==> src/rtl/common_pkg.sv <==
// Shared pipeline types for the 5-stage core: EX control word, hazard
// controller state and the grouped stall/bubble/flush vector.
package common_pkg;

    localparam logic [4:0] REG_ZERO = 5'd0;

    typedef struct packed {
        logic [4:0] write_back_id;
        logic       mem_read;
        logic       reg_write;
    } control_t;

    typedef enum logic {
        RUN      = 1'b0,
        MDU_WAIT = 1'b1
    } hazard_state_e;

    typedef struct packed {
        logic stall_if;
        logic stall_id;
        logic stall_ex;
        logic stall_mem;
        logic bubble_ex;
        logic bubble_wb;
        logic flush_id;
    } stall_vec_t;

    // x0 is hardwired to zero, so a load targeting it can never feed a consumer.
    function automatic logic load_use_hit(
        input control_t   ex,
        input logic [4:0] rs1,
        input logic [4:0] rs2,
        input logic       use1,
        input logic       use2
    );
        return ex.mem_read && ex.reg_write && (ex.write_back_id != REG_ZERO) &&
               ((use1 && (rs1 == ex.write_back_id)) ||
                (use2 && (rs2 == ex.write_back_id)));
    endfunction

endpackage

==> src/rtl/hazard_ctrl_if.sv <==
// Pipeline <-> hazard controller signal bundle; the pipeline side is the
// master, the controller is the slave.
interface hazard_ctrl_if #(
    parameter int unsigned PERF_W = 32
);
    import common_pkg::*;

    control_t          control_ex;
    logic [4:0]        rs_1_id;
    logic [4:0]        rs_2_id;
    logic              uses_rs1_id;
    logic              uses_rs2_id;
    logic              mdu_op_ex;
    logic              mdu_done;
    logic              dmem_req_mem;
    logic              dmem_ready;
    logic              branch_taken_ex;

    logic              stall_if;
    logic              stall_id;
    logic              stall_ex;
    logic              stall_mem;
    logic              bubble_ex;
    logic              bubble_wb;
    logic              flush_id;
    logic              mdu_start;
    logic              mdu_abort;
    logic              mdu_err;
    logic [PERF_W-1:0] stall_cycles;

    modport master (
        output control_ex, rs_1_id, rs_2_id, uses_rs1_id, uses_rs2_id,
               mdu_op_ex, mdu_done, dmem_req_mem, dmem_ready, branch_taken_ex,
        input  stall_if, stall_id, stall_ex, stall_mem, bubble_ex, bubble_wb,
               flush_id, mdu_start, mdu_abort, mdu_err, stall_cycles
    );

    modport slave (
        input  control_ex, rs_1_id, rs_2_id, uses_rs1_id, uses_rs2_id,
               mdu_op_ex, mdu_done, dmem_req_mem, dmem_ready, branch_taken_ex,
        output stall_if, stall_id, stall_ex, stall_mem, bubble_ex, bubble_wb,
               flush_id, mdu_start, mdu_abort, mdu_err, stall_cycles
    );

endinterface

==> src/rtl/sat_counter.sv <==
// Up-counter with synchronous clear that sticks at all-ones instead of wrapping.
module sat_counter #(
    parameter int unsigned W = 8
) (
    input  logic         clk,
    input  logic         rst,
    input  logic         clr,
    input  logic         inc,
    output logic [W-1:0] count
);
    logic [W-1:0] count_d;
    logic [W-1:0] count_q;

    always_comb begin
        count_d = count_q;
        if (clr) begin
            count_d = '0;
        end else if (inc && (count_q != '1)) begin
            count_d = count_q + W'(1);
        end
    end

    always_ff @(posedge clk or negedge rst) begin
        if (!rst) begin
            count_q <= '0;
        end else begin
            count_q <= count_d;
        end
    end

    assign count = count_q;

endmodule

==> src/rtl/hazard_ctrl.sv <==
// Pipeline sequencing controller: stalls, bubbles and flushes for memory wait,
// multi-cycle MDU ops, taken branches and load-use; MDU watchdog and stall counter.
module hazard_ctrl #(
    parameter int unsigned MDU_TIMEOUT = 64,
    parameter int unsigned PERF_W      = 32
) (
    input  logic         clk,
    input  logic         rst,
    hazard_ctrl_if.slave hz
);
    import common_pkg::*;

    localparam int unsigned     WD_W    = $clog2(MDU_TIMEOUT + 1);
    localparam logic [WD_W-1:0] WD_LAST = WD_W'(MDU_TIMEOUT - 1);

    hazard_state_e   state_q, state_d;
    logic            mdu_err_q, mdu_err_d;
    logic [WD_W-1:0] wd_count;
    logic            wd_inc, wd_clr;
    logic            mem_wait, load_use, mdu_hold, start, abort;
    stall_vec_t      sv;

    assign mem_wait = hz.dmem_req_mem & ~hz.dmem_ready;
    assign load_use = load_use_hit(hz.control_ex, hz.rs_1_id, hz.rs_2_id,
                                   hz.uses_rs1_id, hz.uses_rs2_id);

    always_comb begin
        state_d   = state_q;
        mdu_err_d = mdu_err_q;
        sv        = '0;
        start     = 1'b0;
        abort     = 1'b0;
        mdu_hold  = 1'b0;
        wd_inc    = 1'b0;
        wd_clr    = 1'b0;
        // Everything is gated while reset is held so no pulse leaks out mid-reset.
        if (rst) begin
            if (mem_wait) begin
                sv.stall_if  = 1'b1;
                sv.stall_id  = 1'b1;
                sv.stall_ex  = 1'b1;
                sv.stall_mem = 1'b1;
                sv.bubble_wb = 1'b1;
            end else begin
                case (state_q)
                    RUN: begin
                        if (hz.mdu_op_ex) begin
                            start    = 1'b1;
                            mdu_hold = 1'b1;
                            wd_clr   = 1'b1;
                            state_d  = MDU_WAIT;
                        end
                    end
                    MDU_WAIT: begin
                        if (hz.mdu_done) begin
                            state_d = RUN;
                        end else if (wd_count == WD_LAST) begin
                            abort     = 1'b1;
                            mdu_err_d = 1'b1;
                            state_d   = RUN;
                        end else begin
                            mdu_hold = 1'b1;
                            wd_inc   = 1'b1;
                        end
                    end
                    default: state_d = RUN;
                endcase

                // A held EX keeps its branch; a taken branch squashes any load-use consumer.
                if (mdu_hold) begin
                    sv.stall_if = 1'b1;
                    sv.stall_id = 1'b1;
                    sv.stall_ex = 1'b1;
                end else if (hz.branch_taken_ex) begin
                    sv.flush_id  = 1'b1;
                    sv.bubble_ex = 1'b1;
                end else if (load_use) begin
                    sv.stall_if  = 1'b1;
                    sv.stall_id  = 1'b1;
                    sv.bubble_ex = 1'b1;
                end
            end
        end
    end

    always_ff @(posedge clk or negedge rst) begin
        if (!rst) begin
            state_q   <= RUN;
            mdu_err_q <= 1'b0;
        end else begin
            state_q   <= state_d;
            mdu_err_q <= mdu_err_d;
        end
    end

    sat_counter #(.W(WD_W)) u_watchdog (
        .clk   (clk),
        .rst   (rst),
        .clr   (wd_clr),
        .inc   (wd_inc),
        .count (wd_count)
    );

    sat_counter #(.W(PERF_W)) u_stall_perf (
        .clk   (clk),
        .rst   (rst),
        .clr   (1'b0),
        .inc   (sv.stall_if),
        .count (hz.stall_cycles)
    );

    assign hz.stall_if  = sv.stall_if;
    assign hz.stall_id  = sv.stall_id;
    assign hz.stall_ex  = sv.stall_ex;
    assign hz.stall_mem = sv.stall_mem;
    assign hz.bubble_ex = sv.bubble_ex;
    assign hz.bubble_wb = sv.bubble_wb;
    assign hz.flush_id  = sv.flush_id;
    assign hz.mdu_start = start;
    assign hz.mdu_abort = abort;
    assign hz.mdu_err   = mdu_err_q;

endmodule
==> src/flat_wrapper.sv <==
// flat-port wrapper written by rule: the top's interface ports become plain ports
module hazard_ctrl_flat import common_pkg::*;
#(
    parameter int unsigned MDU_TIMEOUT = 64,
    parameter int unsigned PERF_W      = 32
)
  (clk, rst, hz_control_ex, hz_rs_1_id, hz_rs_2_id, hz_uses_rs1_id, hz_uses_rs2_id, hz_mdu_op_ex, hz_mdu_done, hz_dmem_req_mem, hz_dmem_ready, hz_branch_taken_ex, hz_stall_if, hz_stall_id, hz_stall_ex, hz_stall_mem, hz_bubble_ex, hz_bubble_wb, hz_flush_id, hz_mdu_start, hz_mdu_abort, hz_mdu_err, hz_stall_cycles);
  hazard_ctrl_if #(.PERF_W(PERF_W)) hz_i ();
  input  logic clk;
  input  logic rst;
  input wire logic [$bits(hz_i.control_ex)-1:0] hz_control_ex;
  input wire logic [$bits(hz_i.rs_1_id)-1:0] hz_rs_1_id;
  input wire logic [$bits(hz_i.rs_2_id)-1:0] hz_rs_2_id;
  input wire logic [$bits(hz_i.uses_rs1_id)-1:0] hz_uses_rs1_id;
  input wire logic [$bits(hz_i.uses_rs2_id)-1:0] hz_uses_rs2_id;
  input wire logic [$bits(hz_i.mdu_op_ex)-1:0] hz_mdu_op_ex;
  input wire logic [$bits(hz_i.mdu_done)-1:0] hz_mdu_done;
  input wire logic [$bits(hz_i.dmem_req_mem)-1:0] hz_dmem_req_mem;
  input wire logic [$bits(hz_i.dmem_ready)-1:0] hz_dmem_ready;
  input wire logic [$bits(hz_i.branch_taken_ex)-1:0] hz_branch_taken_ex;
  output wire logic [$bits(hz_i.stall_if)-1:0] hz_stall_if;
  output wire logic [$bits(hz_i.stall_id)-1:0] hz_stall_id;
  output wire logic [$bits(hz_i.stall_ex)-1:0] hz_stall_ex;
  output wire logic [$bits(hz_i.stall_mem)-1:0] hz_stall_mem;
  output wire logic [$bits(hz_i.bubble_ex)-1:0] hz_bubble_ex;
  output wire logic [$bits(hz_i.bubble_wb)-1:0] hz_bubble_wb;
  output wire logic [$bits(hz_i.flush_id)-1:0] hz_flush_id;
  output wire logic [$bits(hz_i.mdu_start)-1:0] hz_mdu_start;
  output wire logic [$bits(hz_i.mdu_abort)-1:0] hz_mdu_abort;
  output wire logic [$bits(hz_i.mdu_err)-1:0] hz_mdu_err;
  output wire logic [$bits(hz_i.stall_cycles)-1:0] hz_stall_cycles;
  assign hz_i.control_ex = hz_control_ex;
  assign hz_i.rs_1_id = hz_rs_1_id;
  assign hz_i.rs_2_id = hz_rs_2_id;
  assign hz_i.uses_rs1_id = hz_uses_rs1_id;
  assign hz_i.uses_rs2_id = hz_uses_rs2_id;
  assign hz_i.mdu_op_ex = hz_mdu_op_ex;
  assign hz_i.mdu_done = hz_mdu_done;
  assign hz_i.dmem_req_mem = hz_dmem_req_mem;
  assign hz_i.dmem_ready = hz_dmem_ready;
  assign hz_i.branch_taken_ex = hz_branch_taken_ex;
  assign hz_stall_if = hz_i.stall_if;
  assign hz_stall_id = hz_i.stall_id;
  assign hz_stall_ex = hz_i.stall_ex;
  assign hz_stall_mem = hz_i.stall_mem;
  assign hz_bubble_ex = hz_i.bubble_ex;
  assign hz_bubble_wb = hz_i.bubble_wb;
  assign hz_flush_id = hz_i.flush_id;
  assign hz_mdu_start = hz_i.mdu_start;
  assign hz_mdu_abort = hz_i.mdu_abort;
  assign hz_mdu_err = hz_i.mdu_err;
  assign hz_stall_cycles = hz_i.stall_cycles;
  hazard_ctrl #(.MDU_TIMEOUT(MDU_TIMEOUT), .PERF_W(PERF_W)) u_core (.clk(clk), .rst(rst), .hz(hz_i));
endmodule
==> config.mk <==
export PLATFORM = sky130hd
export DESIGN_NAME = hazard_ctrl_flat
export DESIGN_NICKNAME = d
export VERILOG_FILES = /design/src/rtl/common_pkg.sv /design/src/rtl/hazard_ctrl_if.sv /design/src/rtl/sat_counter.sv /design/src/rtl/hazard_ctrl.sv /design/src/flat_wrapper.sv
export SDC_FILE = /design/constraint.sdc
export NUM_CORES = 1
export LEC_CHECK = 0
export BUFFER_PORTS_ARGS = -buffer_cell sky130_fd_sc_hd__buf_2
export CAP_MARGIN = 10
export CORE_ASPECT_RATIO = 0.75
export CORE_MARGIN = 2
export CORE_UTILIZATION = 51
export DETAILED_ROUTE_END_ITERATION = 16
export GPL_TIMING_DRIVEN = 0
export PLACE_DENSITY = 0.79
export SYNTH_ARGS = -nofsm -noshare
export SYNTH_HDL_FRONTEND = slang
export SYNTH_SLANG_ARGS = --single-unit
==> constraint.sdc <==
create_clock -name clk -period 2.46 [get_ports clk]
set_input_delay 0.492 -clock clk [delete_from_list [all_inputs] [get_ports clk]]
set_output_delay 0.492 -clock clk [all_outputs]
set_load 0.02 [all_outputs]
After elaboration in Yosys (flattened, before gate mapping) --
Index checks and enable logic that the tools add are counted.
Storage, ports and cells: output and inout port bits 42, word-level logic and storage cells 61, register bits after elaboration 41, input port bits 26
Operators by class: equality and inequality tests 5, multiplexer cells 33, $add $sub $neg 2, reduce and logical (&&, ||, !) cells 12, bitwise logic cells 5
Operators with widths (count):
- 32-bit by 1-bit adder with 32-bit output, second input constant | 1
- 32-bit inequality test, second input constant | 1
- 1-bit 2-to-1 mux | 25
- 7-bit 2-to-1 mux | 3
- 5-bit equality test | 2
- 7-bit by 1-bit adder with 7-bit output, second input constant | 1
- 7-bit by 6-bit equality test with 1-bit output, second input constant | 1
- 1-bit logical AND | 7
- 7-bit inequality test, second input constant | 1
- 2-bit 2-to-1 mux | 3
- 5-bit AND reduction | 1
- 5-bit nonzero test | 1
- 1-bit inverter | 4
- 3-bit 2-to-1 mux | 1
- 1-bit one-hot mux with 2 select lines | 1
- 2-bit AND reduction | 1
- 2-bit nonzero test | 1
- 1-bit AND | 1
- 1-bit logical OR | 1

Longest topological paths before layout --
Gate-level depths: netlist of the first run.
word-level depth 10, mapped depth 9, depth with buffers taken out 8

Cells and area by module --
From an unflattened synthesis of the first run, not the netlist that was laid out.
Unflattened totals: cell total of the unflattened synthesis 287, area total of the unflattened synthesis 2632.5 sq um
Modules (own cells, without submodules):
- sat_counter at u_core.u_stall_perf | cells an instance 198, area each 1854.3 sq um, instances 1, seq. area each 800.8 sq um
- sat_counter at u_core.u_watchdog | cells an instance 41, area each 427.9 sq um, instances 1, seq. area each 175.2 sq um
- hazard_ctrl | cells an instance 48, area each 350.3 sq um, instances 1, seq. area each 50.0 sq um

Least setup slack after synthesis of the first run --
OpenSTA, ideal clock, no wires.
kind reg2out, start point reg u_core.u_watchdog.count_q[0] (netlist: u_core.u_watchdog.count[0]), end point out hz_stall_if, arrival time 1.910 ns, path slack 0.058 ns, path buffers 2, stages on the path, launching flop included 9, data required time 1.968 ns, path through dfrtp_1 > ha_1 > nand3_1 > o31ai_1 > a31oi_1 > a21oi_2 > buf_4 > inv_1 > buf_4
On the way: longest elaborated chain between the ends 9
Ends and longest elaborated chain:
- start: declaration | RTL line sat_counter.sv:12 | logic [W-1:0] count_q;
- start signal: assignment | RTL line sat_counter.sv:27 | count_q <= count_d;
- 7-bit by 6-bit equality test with 1-bit output | RTL line hazard_ctrl.sv:57 | end else if (wd_count == WD_LAST) begin
- 1-bit 2-to-1 mux | RTL line hazard_ctrl.sv:57
- 1-bit 2-to-1 mux | RTL line hazard_ctrl.sv:55 | if (hz.mdu_done) begin
- 1-bit one-hot mux with 2 select lines | RTL line hazard_ctrl.sv:45 | case (state_q)
- 1-bit 2-to-1 mux | RTL line hazard_ctrl.sv:38 | if (mem_wait) begin
- 1-bit 2-to-1 mux | RTL line hazard_ctrl.sv:37 | if (rst) begin
- 2-bit 2-to-1 mux | RTL line hazard_ctrl.sv:70 | if (mdu_hold) begin
- 3-bit 2-to-1 mux | RTL line hazard_ctrl.sv:38
- 7-bit 2-to-1 mux | RTL line hazard_ctrl.sv:37
- end: declaration | RTL line flat_wrapper.sv:21 | output wire logic [$bits(hz_i.stall_if)-1:0] hz_stall_if;
Every way passes these cells. The select of a mux whose other input is x is not followed.

Worst setup path in the final report of the first run --
start point in hz_control_ex[2], end point out hz_stall_if
On the way: longest elaborated chain between the ends 9
Ends and longest elaborated chain:
- start: declaration | RTL line flat_wrapper.sv:11 | input wire logic [$bits(hz_i.control_ex)-1:0] hz_control_ex;
- 5-bit equality test (on tied branches) | RTL line common_pkg.sv:37, common_pkg.sv:38
- 1-bit logical AND (on tied branches) | RTL line common_pkg.sv:37, common_pkg.sv:38
- 1-bit logical OR | RTL line common_pkg.sv:37 | ((use1 && (rs1 == ex.write_back_id)) ||
- 1-bit logical AND (*) | RTL line common_pkg.sv:36 | return ex.mem_read && ex.reg_write && (ex.write_back_id != REG_ZERO) &&
- 2-bit 2-to-1 mux (*) | RTL line hazard_ctrl.sv:77 | end else if (load_use) begin
- 2-bit 2-to-1 mux (*) | RTL line hazard_ctrl.sv:74 | end else if (hz.branch_taken_ex) begin
- 2-bit 2-to-1 mux (*) | RTL line hazard_ctrl.sv:70
- 3-bit 2-to-1 mux (*) | RTL line hazard_ctrl.sv:38
- 7-bit 2-to-1 mux (*) | RTL line hazard_ctrl.sv:37
Every way passes the cells marked *; elsewhere a longest branch is shown, timed or not.

==> impl_metrics.py, run 1 <==
metrics = {
    "yosys": {
        "synth_common_cells": "dfrtp_1 (41), xor2_1 (33), nand2_1 (21)",
        "yosysMostFrequentCell": "dfrtp_1",
        "avgSynthCellArea_um2": 9.84,
        "syn_area_um2": 2220,
        "synth_edf_count": 0,
        "synth-main-ff-cell": "dfrtp_1",
        "synth_nets": 254,
        "netlist.area_leader.share": 0.461,
        "synth_area_leaders": "dfrtp_1 (46%), xor2_1 (13%), xnor2_1 (4.3%)",
        "async_flop_share": 1.00,
        "ys_warn_count": 0,
        "synth_top_area_cell": "dfrtp_1",
        "netlist_instances": 226,
        "ys_seq_elements": 41,
        "synth_cell_types": 38,
        "synth_sequential_area_ratio": 0.461,
    },
    "place": {
        "dpl_worst_slack_ns": -0.350,
        "placed_area_um2": 2630,
        "io_buffers": 67,
        "gp_congestion": 0.825,
        "dp_hpwl_um": 3660,
    },
    "detailed_routing": {
        "vias": 1931,
        "viasPerCell": 5.36,
        "routed_wl_um": 4990,
        "drt_first_iter_violations": 148,
        "wl_per_cell_um": 13.9,
        "dr.pass1.iters": 4,
        "ant_nets": 0,
        "drc_errors": 0,
    },
    "worst_setup_path": {
        "worstPathArrival_ns": 1.97,
        "worstSetupPathType": "input port to output port",
        "cp-start-kind": "input port",
        "worstReg2RegStart": "u_core.u_stall_perf.count[0]$_DFFE_PN0P_",
        "crit_chain": "buf_2 -> or4_1 -> nor2_2 -> nor2_1 -> a21oi_2 -> buf_6 -> inv_1 -> buf_4 -> buf_2",
        "cp.depth": 9,
        "path_buf_inv": 5,
        "cpMostUsedCell": "buf_2",
        "r2r_slack_ns": 0.22,
        "cp_data_required_time_ns": 1.97,
        "critPathMaxFanout": 4,
        "r2r-end": "u_core.u_stall_perf.count[17]$_DFFE_PN0P_",
        "critPathSlowestCell": "or4_1",
        "r2r_cells": 8,
        "cpPeakStageDelay_ns": 0.54,
        "critPathTopFamily": "simple AND/OR/NAND/NOR gates",
        "crit_path_end_kind": "output port",
    },
    "finish": {
        "n_antenna_cell": 0,
        "nFillCells": 324,
        "syn2layout_area_growth_pct": 26.3,
        "design_area_um2": 2810,
        "layout.nets": 333,
        "fin_util": 0.680,
        "layout-drive-gt1-share": 0.325,
    },
    "clock_network": {
        "cts-htree-levels": 2,
        "clkLatencyLatePin_ns": 0.29,
        "cts_max_path_buffers": 2,
        "cts_tree": "built",
        "cts_sinks": 41,
        "numCtsBuffers": 5,
        "clk_pin_slew_ns": 0.07,
        "cts_root_buffer": "clkbuf_8",
    },
    "floorplan": {
        "die_y_um": 61.2,
        "die_x_um": 80.3,
        "io_pins": 68,
        "start_util": 0.539,
        "dieArea_um2": 4910,
        "rows": 20,
        "core_area_um2": 4130,
    },
    "timing": {
        "layout_min_cycle_time_ns": 2.46,
        "holdWs_ns": 0.182,
        "tightest_slew_ns": 0.615,
        "hold_viol_final": 0,
        "setup_violations": 0,
        "rsz0062_at_grt": "yes",
        "clock_skew_ns": 0.00756,
        "slew_headroom": 0.589,
        "worst_slack_ns": 0.00294,
        "slew_viol_final": 0,
        "fmax_ghz": 0.407,
        "fin_crit_sh": 0.999,
    },
    "pwr": {
        "p_leak_nw": 1.40,
        "power_density_nw_per_um2": 652,
        "vdd_ir_drop_max_mv": 0.402,
        "power_mw": 1.83,
    },
    "min_path": {
        "min_path_type": "input port to async pin",
    },
    "global_routing": {
        "track_usage": 0.222,
        "grt_max_degree": 47,
        "grt_pass1_wl_um": 8490,
        "grt_pass1_vias": 1852,
        "antenna_found_initial": 0,
        "grt.overflow.total": 0,
    },
    "flow_run": {
        "drv_cap": 0,
    },
    "outcome": {
        "status": "finished, final reports clean",
    },
}
final cells by class:
class,instances,area (um2),area share
Multi-Input combinational cell,174,1180,0.422
Buffer,9,60.1,0.0214
Sequential cell,41,1030,0.365
Clock buffer,7,86.3,0.0307
Inverter,2,7.51,0.00267
Timing Repair Buffer,72,375,0.134
Tap cell,55,68.8,0.0245
power by group:
group	leakage, nW	switching [mW]	internal (mW)
logic	0.828	0.289	0.210
clock network	0.0443	0.210	0.222
registers	0.526	0.125	0.776
total	1.40	0.623	1.21
flip-flops by register name, summed over array words and instances (netlist names):
name                       flops
u_core.u_stall_perf.count     32
u_core.u_watchdog.count        7
u_core.hz.mdu_err              1
u_core.state_q                 1
cell usage in the layout, fill, tap and decap left out, types with 3 or more instances in the layout:
cell type  count
a21oi_1        4
and3_1         5
and4_1         3
buf_2         69
buf_4         10
clkbuf_8       6
dfrtp_1       41
nand2_1       21
nand3_1       13
nand4_1       11
nor2_1        15
nor3_1        17
nor3b_1        3
nor4_1         7
xnor2_1       11
xor2_1        33
cell families after synthesis:
kind of cell | Yosys count | share of synthesized area
compound gates | 12 | 0.0343
xor+xnor | 44 | 0.173
fa+ha+maj | 2 | 0.0112
buf+inv | 11 | 0.0287
flops | 41 | 0.461
mux | 1 | 0.00506
simple gates | 115 | 0.286
per-layer routing:
metal  share of wire  track usage
met1            0.48        0.313
met2            0.46        0.355
met3           0.048       0.0396
met4          0.0096       0.0726
met5               0            0
worst reg2reg max path, stage by stage, from the launching register on:
cell     delay (ns)
dfrtp_1        0.42
ha_1           0.18
nand3_1        0.14
nor2_1         0.53
nand2_2        0.17
nor2_4         0.22
buf_4          0.22
nor3_1         0.08
xor2_1         0.15
how the worst max path moves through the flow:
stage,from,endpoint
2_1_floorplan,u_core.u_watchdog.count[0]$_DFFE_PN0P_,hz_stall_if
6_report,hz_control_ex[2],hz_stall_if
4_1_cts,hz_control_ex[2],hz_stall_if
3_3_place_gp,rst,hz_stall_if
3_5_place_dp,rst,hz_stall_if
5_1_grt,u_core.u_watchdog.count[1]$_DFFE_PN0P_,hz_stall_if
stage by stage:
step	TNS (ns)	std cells
final	0	360
after global routing	-0.114	360
after CTS	0	359
after detailed placement	-3.22	348
after global placement	-2.16	348
after floorplan	0	226
what timing repair did:
action,CTS,global route
hold buffers,0,0
endpoints found under the setup margin,5,3
pin swaps,3,0
setup buffers,4,1
resized for setup,8,3
Note: power is estimated with default switching activity, not from simulation.
==> run 2: changes to the inputs <==
--- a/config.mk
+++ b/config.mk
@@ -7,12 +7,14 @@
 export LEC_CHECK = 0
 export BUFFER_PORTS_ARGS = -buffer_cell sky130_fd_sc_hd__buf_2
 export CAP_MARGIN = 10
+export CELL_PAD_IN_SITES_DETAIL_PLACEMENT = 0
+export CELL_PAD_IN_SITES_GLOBAL_PLACEMENT = 2
 export CORE_ASPECT_RATIO = 0.75
 export CORE_MARGIN = 2
-export CORE_UTILIZATION = 51
+export CORE_UTILIZATION = 31
 export DETAILED_ROUTE_END_ITERATION = 16
 export GPL_TIMING_DRIVEN = 0
-export PLACE_DENSITY = 0.79
+export PLACE_DENSITY_LB_ADDON = 0.1
 export SYNTH_ARGS = -nofsm -noshare
 export SYNTH_HDL_FRONTEND = slang
 export SYNTH_SLANG_ARGS = --single-unit
==> impl_metrics.py, run 2 (synthesized netlist as in run 1, its figures left out) <==
metrics = {
    "clock_network": {
        "cts_tree": "built",
        "cts_sinks": 41,
        "clkLatencyLatePin_ns": 0.30,
        "cts_root_buffer": "clkbuf_8",
        "clk_pin_slew_ns": 0.08,
        "cts_max_path_buffers": 2,
        "cts-htree-levels": 2,
        "numCtsBuffers": 5,
        "cts.hold.buffers_added": 0,
    },
    "place": {
        "dpl_worst_slack_ns": -0.473,
        "io_buffers": 67,
        "gp_congestion": 0.721,
        "dp_hpwl_um": 3990,
        "placed_area_um2": 2680,
    },
    "global_routing": {
        "grt_pass1_vias": 1888,
        "antenna_found_initial": 0,
        "grt.overflow.total": 0,
        "grt_pass1_wl_um": 9540,
        "track_usage": 0.153,
        "grt_max_degree": 47,
    },
    "pwr": {
        "p_leak_nw": 1.43,
        "combinationalPowerShare": 0.268,
        "vdd_ir_drop_max_mv": 0.292,
        "power_density_nw_per_um2": 682,
        "clockPowerShare": 0.287,
        "power_mw": 2.02,
        "power.switching_uw": 678,
        "seq_power_share": 0.445,
        "sw_frac_of_total": 0.336,
        "intPower_mw": 1.34,
    },
    "floorplan": {
        "dieArea_um2": 7880,
        "rows": 26,
        "start_util": 0.324,
        "io_pins": 68,
        "die_x_um": 102,
        "core_area_um2": 6860,
        "die_y_um": 77.4,
    },
    "outcome": {
        "status": "finished, violations left",
        "violations": "negative setup slack",
    },
    "worst_setup_path": {
        "critPathSlowestCell": "dfrtp_1",
        "crit_path_end_kind": "output port",
        "worstPathArrival_ns": 1.98,
        "critPathMaxFanout": 3,
        "cpPeakStageDelay_ns": 0.40,
        "r2r_cells": 7,
        "worstSetupPathType": "flip-flop to output port",
        "cp-start-kind": "flip-flop",
        "cpMostUsedCell": "buf_6",
        "path_buf_inv": 4,
        "cp.depth": 9,
        "crit_chain": "ha_4 -> nand3_4 -> o31ai_4 -> a31oi_4 -> a21oi_4 -> buf_6 -> inv_4 -> buf_6 -> buf_6",
        "critPathTopFamily": "compound AO/OA/AOI/OAI gates",
        "cp_data_required_time_ns": 1.97,
    },
    "timing": {
        "fmax_ghz": 0.405,
        "tightest_slew_ns": 0.482,
        "rsz0062_at_grt": "yes",
        "layout_min_cycle_time_ns": 2.47,
        "fin_crit_sh": 1.00,
        "slew_viol_final": 0,
        "worst_slack_ns": -0.00881,
        "hold_viol_final": 0,
        "setup_violations": 1,
        "slew_headroom": 0.678,
        "clock_skew_ns": 0.0146,
    },
    "detailed_routing": {
        "ant_nets": 0,
        "wl_per_cell_um": 13.8,
        "dr.pass1.iters": 4,
        "drc_errors": 0,
        "viasPerCell": 4.78,
        "drt_first_iter_violations": 76,
        "vias": 1950,
        "routed_wl_um": 5620,
    },
    "finish": {
        "final_common_cell": "buf_2",
        "final_cell_mix": "buf_2 (68), dfrtp_1 (41), xor2_1 (33)",
        "n_antenna_cell": 0,
        "largest_reg_flops": 32,
        "syn2layout_area_growth_pct": 33.1,
        "layout-drive-gt1-share": 0.345,
        "layout.nets": 337,
        "design_area_um2": 2960,
    },
    "min_path": {
        "min_path_type": "input port to async pin",
    },
    "flow_run": {
        "drv_cap": 0,
    },
}
## run 2: cell count changes in the layout (fill, tap and decap cells not counted)
| cell | delta |
|---|---|
| buf_2 | -1 |
| buf_6 | +3 |
| inv_1 | -1 |
| nor2_2 | +2 |
| buf_4 | +2 |
| inv_4 | +1 |
| a31oi_2 | -1 |
| bufinv_16 | +1 |
| a21oi_2 | -1 |
| nor2_1 | -2 |
| a21oi_4 | +1 |
| a31oi_4 | +1 |
## run 2: worst reg2reg max path, cell delays in order (launching register included)
cell and delay, ns:
dfrtp_1 0.48, nand4_1 0.20, nor4_4 0.52, nand2_2 0.15, nor2_4 0.21, buf_4 0.23, nor4_1 0.09, xor2_1 0.15
## run 2: timing repair
| item | 4_1_cts | 5_1_grt |
|---|---|---|
| endpoints found under the setup margin | 14 | 15 |
| pin swaps | 3 | 3 |
| buffers inserted | 4 | 5 |
| gates resized for setup | 10 | 11 |
## run 2: area by class of cell
cell class,count,area (um2)
Timing Repair Buffer,76,415
Multi-Input combinational cell,174,1210
Tap cell,98,123
Clock buffer,7,86.3
Inverter,2,10.0
Buffer,9,63.8
Sequential cell,41,1030
Fill cell,677,3900
Clock inverter,1,30.0
## run 2: final timing paths
check / to / slack [ns] / start
worst max-delay path: hz_stall_if / -0.009 / u_core.u_watchdog.count[1]$_DFFE_PN0P_
worst min-delay path: u_core.u_stall_perf.count[6]$_DFFE_PN0P_ / 0.12 / rst
worst max register to register: u_core.u_stall_perf.count[29]$_DFFE_PN0P_ / 0.31 / u_core.u_stall_perf.count[7]$_DFFE_PN0P_
worst min register to register: u_core.hz.mdu_err$_DFFE_PN0P_ / 0.48 / u_core.hz.mdu_err$_DFFE_PN0P_
max in group asynchronous: u_core.u_stall_perf.count[10]$_DFFE_PN0P_ / 2.03 / rst
min in group clk: u_core.hz.mdu_err$_DFFE_PN0P_ / 0.48 / u_core.hz.mdu_err$_DFFE_PN0P_
## run 2: per-stage QoR
stage           util  cells  setup TNS (ns)  hold slack [ns]
2_1_floorplan      -    226               0            0.196
3_3_place_gp   0.391    391           -8.91            0.450
3_5_place_dp   0.391    391           -7.75            0.448
4_1_cts        0.419    403         -0.0549            0.219
5_1_grt        0.431    408          -0.247            0.143
6_report       0.431    408        -0.00881            0.116
## run 2: power groups by stage
stage	Sequential, mW	Clock (mW)	Combinational [mW]
2_1_floorplan	0.980	0	0.199
3_3_place_gp	0.906	0	0.466
3_5_place_dp	0.904	0	0.470
4_1_cts	0.891	0.593	0.518
5_1_grt	0.920	0.622	0.598
6_report	0.898	0.580	0.540
## run 2: routing by layer
metal  wire, um  share of wire  GRT usage  vias up
li1           -              -          -      964
met3        285          0.051     0.0297        5
met5          0              0          0        -
met2       2440           0.43      0.225       50
met4         62          0.011     0.0440        0
met1       2830           0.50      0.228      931
==> run 3: changes to the inputs <==
--- a/config.mk
+++ b/config.mk
@@ -13,7 +13,6 @@
 export CORE_MARGIN = 2
 export CORE_UTILIZATION = 31
 export DETAILED_ROUTE_END_ITERATION = 16
-export GPL_TIMING_DRIVEN = 0
 export PLACE_DENSITY_LB_ADDON = 0.1
 export SYNTH_ARGS = -nofsm -noshare
 export SYNTH_HDL_FRONTEND = slang
==> impl_metrics.py, run 3 (synthesized netlist as in run 1, its figures left out) <==
metrics = {
    "outcome": {
        "status": "finished, final reports clean",
    },
    "detailed_routing": {
        "drt-met1-wl_um": 2710,
        "vias": 1883,
        "wl_met2_um": 2370,
        "viasPerCell": 4.67,
        "wl_per_cell_um": 13.3,
        "ant_nets": 0,
        "dr.pass1.iters": 4,
        "drc_errors": 0,
        "maxUsedRoutingLayer": "met4",
        "wl_met3_um": 240,
        "routed_wl_um": 5360,
        "drt_first_iter_violations": 77,
    },
    "worst_setup_path": {
        "cp_data_required_time_ns": 1.97,
        "worstPathArrival_ns": 1.88,
        "cp-start-kind": "flip-flop",
        "worstSetupPathType": "flip-flop to output port",
        "critPathMaxFanout": 3,
        "crit_path_end_kind": "output port",
    },
    "timing": {
        "slew_headroom": 0.721,
        "hold_viol_final": 0,
        "rsz0062_at_grt": "yes",
        "tightest_slew_ns": 0.416,
        "fmax_ghz": 0.421,
        "worst_slack_ns": 0.0844,
        "holdWs_ns": 0.0466,
        "fin_crit_sh": 0.966,
        "setup_violations": 0,
        "clock_skew_ns": 0.00666,
        "layout_min_cycle_time_ns": 2.38,
        "slew_viol_final": 0,
    },
    "finish": {
        "fin_util": 0.423,
        "multi_input_area_um2": 1170,
        "layout-drive-gt1-share": 0.331,
        "regArea_um2": 1030,
        "final_common_cell": "buf_2",
        "final_cell_mix": "buf_2 (65), dfrtp_1 (41), xor2_1 (33)",
        "syn2layout_area_growth_pct": 30.5,
        "largest_reg_flops": 32,
        "n_antenna_cell": 0,
        "layoutNonFillerInstCount": 403,
        "design_area_um2": 2900,
        "layout.nets": 332,
        "nFillCells": 715,
    },
    "floorplan": {
        "start_util": 0.324,
        "rows": 26,
        "die_x_um": 102,
        "core_area_um2": 6860,
        "die_y_um": 77.4,
        "dieArea_um2": 7880,
        "io_pins": 68,
    },
    "global_routing": {
        "grt.overflow.total": 0,
        "grt_max_degree": 21,
        "antenna_found_initial": 0,
        "track_usage": 0.145,
        "grt_pass1_vias": 1843,
        "grt_pass1_wl_um": 8980,
    },
    "pwr": {
        "vdd_ir_drop_max_mv": 0.266,
        "power_density_nw_per_um2": 706,
        "p_leak_nw": 1.42,
    },
    "flow_run": {
        "drv_cap": 0,
    },
    "clock_network": {
        "cts_tree": "built",
        "clk_pin_slew_ns": 0.09,
        "cts_root_buffer": "clkbuf_8",
        "cts_sinks": 41,
        "clkLatencyLatePin_ns": 0.29,
        "cts-htree-levels": 2,
        "numCtsBuffers": 5,
        "cts_max_path_buffers": 2,
    },
    "place": {
        "dp_cells": 394,
        "dpl_worst_slack_ns": 0.0578,
        "placed_area_um2": 2720,
        "dp_hpwl_um": 4040,
        "io_buffers": 67,
        "gp_congestion": 0.702,
    },
    "min_path": {
        "min_path_type": "input port to async pin",
    },
}
-- run 3: cell count changes in the layout (fill, tap and decap cells not counted), moves of 2 or more --
cell and change:
buf_2 -3, clkbuf_1 -2, buf_4 +3, nor2_2 -3, buf_6 -4, nor2_1 +3
-- run 3: what timing repair did --
action	CTS	global route
endpoints found under the setup margin	2	3
resized for setup	1	9
pin swaps	1	3
buffers inserted	0	1
hold buffers	0	0
-- run 3: layer usage --
layer / vias to the layer above / global-route usage
li1: 948 / -
met1: 886 / 0.213
met2: 47 / 0.214
met3: 2 / 0.0315
met4: 0 / 0.0400
met5: - / 0
-- run 3: critical path: stages, from the launching register on --
cell     delay [ns]
dfrtp_1        0.38
ha_2           0.22
nand3_4        0.10
o31ai_4        0.29
a31oi_2        0.15
a21oi_2        0.20
inv_2          0.09
buf_4          0.16
-- run 3: power by group --
group / internal [mW] / switching [mW] / total (mW)
Combinational: 0.201 / 0.293 / 0.494
Clock: 0.409 / 0.256 / 0.664
Sequential: 0.775 / 0.117 / 0.892
-- run 3: path summary, 6_finish.rpt --
kind | start | endpoint | slack, ns | depth (start not counted)
max in group asynchronous | rst | u_core.u_stall_perf.count[27]$_DFFE_PN0P_ | 1.89 | 2
hold reg to reg | u_core.hz.mdu_err$_DFFE_PN0P_ | u_core.hz.mdu_err$_DFFE_PN0P_ | 0.48 | 1
setup reg to reg | u_core.u_watchdog.count[1]$_DFFE_PN0P_ | u_core.u_stall_perf.count[1]$_DFFE_PN0P_ | 0.31 | 8
min in group clk | u_core.hz.mdu_err$_DFFE_PN0P_ | u_core.hz.mdu_err$_DFFE_PN0P_ | 0.48 | 1
setup / recovery | u_core.u_watchdog.count[1]$_DFFE_PN0P_ | hz_stall_id | 0.08 | 7
hold / removal | rst | u_core.u_stall_perf.count[3]$_DFFE_PN0P_ | 0.05 | 1
-- run 3: final cells by class --
| cell class | instances | share of cell area |
|---|---|---|
| multi-input cells | 174 | 0.404 |
| flip-flops and latches | 41 | 0.353 |
| repair buffers | 80 | 0.151 |
| well taps | 98 | 0.0422 |
| clock buffers | 5 | 0.0237 |
| clock inverters | 3 | 0.0237 |
| inverters | 2 | 0.00259 |
-- run 3: per-stage QoR --
stage	TNS [ns]	total power, mW
floorplan	0	1.18
global placement	0	1.38
detailed placement	0	1.38
CTS	0	2.05
global route	-0.103	2.18
finish	0	2.05
